[config.mk]
export PLATFORM = sky130hd
export DESIGN_NAME = ccff_chain_loader
export DESIGN_NICKNAME = d
export VERILOG_FILES = /design/src/rtl/ccff_loader_pkg.sv /design/src/rtl/ccff_rb_packer.sv /design/src/rtl/ccff_chain_loader.sv
export SDC_FILE = /design/constraint.sdc
export NUM_CORES = 1
export LEC_CHECK = 0
export CORE_ASPECT_RATIO = 0.8
export CORE_MARGIN = 4
export CORE_UTILIZATION = 52
export CTS_BUF_LIST = sky130_fd_sc_hd__clkbuf_2
export DETAILED_ROUTE_END_ITERATION = 8
export PLACE_DENSITY = 0.79
export SETUP_SLACK_MARGIN = 0.2
export SLEW_MARGIN = 20
export SYNTH_ARGS = -nofsm -noshare
export SYNTH_HDL_FRONTEND = slang
export SYNTH_HIERARCHICAL = 1
export SYNTH_SLANG_ARGS = --single-unit
[constraint.sdc]
create_clock -name prog_clk -period 1.95 [get_ports prog_clk]
set_input_delay 0.39 -clock prog_clk [delete_from_list [all_inputs] [get_ports prog_clk]]
set_output_delay 0.39 -clock prog_clk [all_outputs]
set_load 0.01 [all_outputs]
[src/rtl/ccff_loader_pkg.sv]
// Shared types and constants for the configuration-chain loader.
package ccff_loader_pkg;

  typedef enum logic [1:0] {StIdle, StLoad, StShift, StDone} state_e;

  localparam int unsigned BYTE_W = 8;

  // Number of bits the next byte contributes, given how many chain bits remain.
  function automatic logic [3:0] chunk_bits(input int unsigned remaining);
    return (remaining >= BYTE_W) ? 4'(BYTE_W) : 4'(remaining);
  endfunction

endpackage

[src/rtl/ccff_rb_packer.sv]
// Collects bits leaving the chain tail into readback bytes, first bit in the MSB.
module ccff_rb_packer
  import ccff_loader_pkg::*;
(
  input  logic       prog_clk,
  input  logic       pReset,
  input  logic       shift,
  input  logic       tail,
  input  logic       last,
  output logic [7:0] rb_data,
  output logic       rb_valid
);

  logic [3:0] fill_q;
  logic [7:0] rb_sreg_q;
  logic [7:0] rb_data_q;
  logic       rb_valid_q;

  logic [7:0] captured;
  logic [3:0] fill_inc;
  logic [7:0] flush_byte;

  always_comb begin
    captured   = {rb_sreg_q[6:0], tail};
    fill_inc   = fill_q + 4'd1;
    // A short final group is left-justified; a full byte shifts by zero.
    flush_byte = captured << (4'(BYTE_W) - fill_inc);
  end

  always_ff @(posedge prog_clk or negedge pReset) begin
    if (!pReset) begin
      fill_q     <= '0;
      rb_sreg_q  <= '0;
      rb_data_q  <= '0;
      rb_valid_q <= 1'b0;
    end else begin
      rb_valid_q <= 1'b0;
      if (shift) begin
        rb_sreg_q <= captured;
        if (fill_inc == 4'(BYTE_W) || last) begin
          rb_data_q  <= flush_byte;
          rb_valid_q <= 1'b1;
          fill_q     <= '0;
        end else begin
          fill_q <= fill_inc;
        end
      end
    end
  end

  assign rb_data  = rb_data_q;
  assign rb_valid = rb_valid_q;

endmodule

[src/rtl/ccff_chain_loader.sv]
// Serializes bitstream bytes onto the ccff chain head and reads back the tail.
module ccff_chain_loader
  import ccff_loader_pkg::*;
#(
  parameter int unsigned CHAIN_LEN = 6,
  parameter int unsigned CNT_W     = $clog2(CHAIN_LEN + 1)
) (
  input  logic             prog_clk,
  input  logic             pReset,
  input  logic             start,
  input  logic [7:0]       cfg_data,
  input  logic             cfg_valid,
  output logic             cfg_ready,
  output logic             ccff_head,
  input  logic             ccff_tail,
  output logic             shift_en,
  output logic             busy,
  output logic             done,
  output logic [7:0]       rb_data,
  output logic             rb_valid,
  output logic [CNT_W-1:0] bit_count
);

  localparam logic [CNT_W-1:0] LAST_IDX = CNT_W'(CHAIN_LEN - 1);

  state_e           state_q;
  logic [7:0]       sreg_q;
  logic [3:0]       nbits_q;
  logic [CNT_W-1:0] bit_count_q;
  logic             cfg_ready_q;
  logic             shift_en_q;
  logic             head_q;
  logic             busy_q;
  logic             done_q;

  logic [3:0] load_bits;
  logic       last_bit;
  logic       pass_end;

  always_comb begin
    load_bits = chunk_bits(CHAIN_LEN - 32'(bit_count_q));
    last_bit  = (nbits_q == 4'd1);
    pass_end  = shift_en_q && last_bit && (bit_count_q == LAST_IDX);
  end

  // Outputs are registered alongside the state so the chain sees clean enables.
  always_ff @(posedge prog_clk or negedge pReset) begin
    if (!pReset) begin
      state_q     <= StIdle;
      sreg_q      <= '0;
      nbits_q     <= '0;
      bit_count_q <= '0;
      cfg_ready_q <= 1'b0;
      shift_en_q  <= 1'b0;
      head_q      <= 1'b0;
      busy_q      <= 1'b0;
      done_q      <= 1'b0;
    end else begin
      case (state_q)
        StIdle, StDone: begin
          if (start) begin
            state_q     <= StLoad;
            bit_count_q <= '0;
            cfg_ready_q <= 1'b1;
            busy_q      <= 1'b1;
            done_q      <= 1'b0;
          end
        end
        StLoad: begin
          if (cfg_valid) begin
            state_q     <= StShift;
            sreg_q      <= cfg_data;
            nbits_q     <= load_bits;
            head_q      <= cfg_data[7];
            shift_en_q  <= 1'b1;
            cfg_ready_q <= 1'b0;
          end
        end
        StShift: begin
          sreg_q      <= {sreg_q[6:0], 1'b0};
          bit_count_q <= bit_count_q + 1'b1;
          nbits_q     <= nbits_q - 4'd1;
          if (last_bit) begin
            shift_en_q <= 1'b0;
            head_q     <= 1'b0;
            if (bit_count_q == LAST_IDX) begin
              state_q <= StDone;
              busy_q  <= 1'b0;
              done_q  <= 1'b1;
            end else begin
              state_q     <= StLoad;
              cfg_ready_q <= 1'b1;
            end
          end else begin
            head_q <= sreg_q[6];
          end
        end
        default: state_q <= StIdle;
      endcase
    end
  end

  ccff_rb_packer u_rb_packer (
    .prog_clk (prog_clk),
    .pReset   (pReset),
    .shift    (shift_en_q),
    .tail     (ccff_tail),
    .last     (pass_end),
    .rb_data  (rb_data),
    .rb_valid (rb_valid)
  );

  assign cfg_ready = cfg_ready_q;
  assign ccff_head = head_q;
  assign shift_en  = shift_en_q;
  assign busy      = busy_q;
  assign done      = done_q;
  assign bit_count = bit_count_q;

endmodule

==> out/results.ini <==
[run_status]
status = complete, no violations

[clock_network]
tritoncts = done
clockRootBuffer = clkbuf_2
htree_levels = 2
cts_buffers = 5
ctsHoldBuffers = 0
clk_pin_slew_ns = 0.20
cts.sinks = 41
clkLatencyLatePin_ns = 0.38
clock_path_buffers = 2

[routing]
wl_per_cell_um = 15.8
firstDrtPassIters = 4
antenna_violating_nets_post_route = 0
first_iter_violations = 239
wl_um = 5570
drcViolationCount = 0
viasPerCell = 5.74
via_count = 2022

[floorplanning]
rows = 21
start_util_pct = 54.6
pin_count = 30
fp.coreArea_um2 = 4230
dieHeight_um = 67.6
fp.dieW_um = 82.5
dieArea_um2 = 5580

[timing]
setup_violations = 0
grt_setup_unrepaired = true
finClkSkew_ns = 0.0150
tightest_slew_ns = 0.508
final_hold_viol_count = 0
fmax_mhz = 525
slew_viol_final = 0
fin_crit_sh_pct = 97.6
max_slew_margin_pct = 66.1
hold_ws_ns = 0.0243
fin_crit_ns = 1.90

[critical_path]
cp_top_family = simple AND/OR/NAND/NOR gates
cp_data_required_time_ns = 2.28
worstSetupEndpointType = flop
r2r.worst_path.cells = 8
slowest_delay_ns = 0.44
critical_path_class = reg -> reg
start_kind = flop
arrival_ns = 2.23
path_buf_inv = 2
cp_slowest_cell = dfrtp_1
crit_chain = inv_2, ha_4, or3b_4, nor2_4, a31oi_4, a211oi_2, buf_4, a32o_2
ff2ff_setup_slack_ns = 0.05
worstPathMaxFanout = 4
worst-path-stages = 8

[cells_and_area]
drive_gt1_share_pct = 29.2
final_area_um2 = 3130
area_growth_pct = 35.7
layout.cells.non_filler = 352
nets = 316
antenna_cells = 0
post-route-util_pct = 74.1

[synth]
synth_area_leader_cell = dfrtp_1
synth_flop_cell = dfrtp_1
synth_nets = 252
avgSynthCellArea_um2 = 10.0
synth-edff-count = 0
synth_warnings = 6
synth_seq_cells = 41
synth.cell_area_um2 = 2310
ys_types = 44
synthCells = 231
synth_area_leaders = dfrtp_1 (44%), mux2i_1 (5.2%), ha_1 (4.3%)
ys_seq_area_share_pct = 44.4
synth_top_area_share_pct = 44.4
async_reset_ff_share_pct = 100

[power]
power_w = 0.00497
peakVddDrop_v = 0.000851
p_leak_nw = 1.55
powerDensity_nw_per_um2 = 1580

[global_route]
grt_pass1_wl_um = 8470
antenna_found_initial = 0
grt.overflow.total = 0
grt_usage_pct = 19.8
grt_pass1_vias = 1775
grt_start_max_net_pins = 42

[worst_hold_path]
worstHoldPathType = in -> async

[placed_design]
hpwl_um = 3480
io_buffer_count = 29
postPlaceCellArea_um2 = 2710
gp_congestion = 0.857
dp.cells = 316

[run]
cap_violations = 0

## worst paths after layout
path | startpoint | to
worst max-delay path | nbits_q[1] | u_rb_packer/rb_data[3]
worst min-delay path | pReset | sreg_q[2]
worst max register to register | nbits_q[1] | u_rb_packer/rb_data[3]
worst min register to register | u_rb_packer/rb_data[0] | u_rb_packer/rb_data[0]
max in group asynchronous | pReset | bit_count[2]
min in group prog_clk | u_rb_packer/rb_data[0] | u_rb_packer/rb_data[0]
## metrics by stage
stage          setup TNS [ns]  worst slack (ns)
2_1_floorplan               0             0.179
3_3_place_gp          -0.0241           -0.0180
3_5_place_dp          -0.0988           -0.0532
4_1_cts                     0            0.0696
5_1_grt               -0.0890           -0.0181
6_report                    0            0.0459
## placed cells by master, fill, tap and decap left out, types with 2 or more instances in the layout
master | netlist | final
a32o_2 | 2 | 2
dfrtp_1 | 41 | 39
a22oi_2 | 0 | 2
dlygate4sd2_1 | 0 | 4
o21ai_0 | 20 | 19
o31ai_1 | 2 | 2
buf_6 | 0 | 3
a21oi_2 | 0 | 2
buf_4 | 1 | 35
a31oi_1 | 4 | 3
dlymetal6s2s_1 | 0 | 10
o21ai_2 | 0 | 2
nor2b_1 | 3 | 2
a21oi_1 | 14 | 12
xnor2_2 | 0 | 2
nand3_1 | 9 | 9
nor2b_4 | 1 | 2
inv_2 | 1 | 2
nand2b_1 | 4 | 4
ha_4 | 0 | 2
and3_1 | 2 | 2
inv_1 | 13 | 12
mux2i_1 | 12 | 12
a221oi_1 | 2 | 2
ha_2 | 0 | 2
nand2_1 | 26 | 26
a22o_1 | 9 | 9
nor3_1 | 3 | 2
clkdlybuf4s50_1 | 0 | 14
xnor2_1 | 4 | 2
o21ai_1 | 4 | 3
ha_1 | 8 | 4
mux2_2 | 8 | 7
clkbuf_2 | 0 | 5
nor2_1 | 7 | 6
mux4_2 | 3 | 3
dfrtp_2 | 0 | 2
## cell usage after synthesis, types with 7 or more instances
cell type	instances
a22o_1	9
a21oi_1	14
mux2i_1	12
dfrtp_1	41
o21ai_0	20
inv_1	13
nand3_1	9
ha_1	8
mux2_2	8
nand2_1	26
nor2_1	7
buf_2	8
## registers in the layout, indices dropped and copies added, names as in the netlist
signal / flops
bit_count: 3
busy: 1
u_rb_packer/rb_valid: 1
u_rb_packer/rb_data: 8
state_q: 2
u_rb_packer/fill_q: 4
shift_en: 1
u_rb_packer/rb_sreg_q: 7
sreg_q: 7
nbits_q: 4
done: 1
cfg_ready: 1
ccff_head: 1
## worst reg2reg max path, stage by stage (launching register included)
cell and delay [ns]:
dfrtp_1 0.44, inv_2 0.09, ha_4 0.12, or3b_4 0.40
nor2_4 0.20, a31oi_4 0.06, a211oi_2 0.21, buf_4 0.17
a32o_2 0.16
## cells by family (layout without fill, tap and decap cells)
family	Yosys count	in the layout	share of synthesized area, %
AOI/OAI and AO/OA	68	69	19.6
xor gates and xnor gates	4	4	1.52
adders and majority gates	8	8	4.33
buffers and inverters	27	90	4.98
DFF	41	41	44.4
muxes	23	23	12.0
and+or+nand+nor	60	60	13.1
## metal layers
layer	part of all wire [%]	global-route usage [%]
met1	46	28.7
met2	46	29.8
met3	6.5	3.73
met4	1.4	6.33
met5	0	0
## power by group
part / internal, W / switching (W) / leakage [nW]
clock network: 0.000208 / 0.000261 / 0.0388
logic: 0.00151 / 0.00147 / 1.01
registers: 0.00119 / 0.000335 / 0.502
total: 0.00290 / 0.00206 / 1.55
## repair_timing
| item | 4_1_cts | 5_1_grt |
|---|---|---|
| pin swaps | 12 | 7 |
| buffers inserted | 13 | 15 |
| endpoints found under the hold margin | 0 | 0 |
| endpoints found under the setup margin | 16 | 28 |
| gates cloned | 1 | 0 |
| gates resized for setup | 17 | 25 |
## cell type report
class | count | area [µm²]
fillers | 287 | 1100
clock inverters | 2 | 35.0
multi-input cells | 164 | 1280
well taps | 57 | 71.3
inverters | 14 | 52.6
flip-flops and latches | 41 | 1030
repair buffers | 69 | 637
clock buffers | 5 | 25.0
Note: power is estimated with default switching activity, not from simulation.
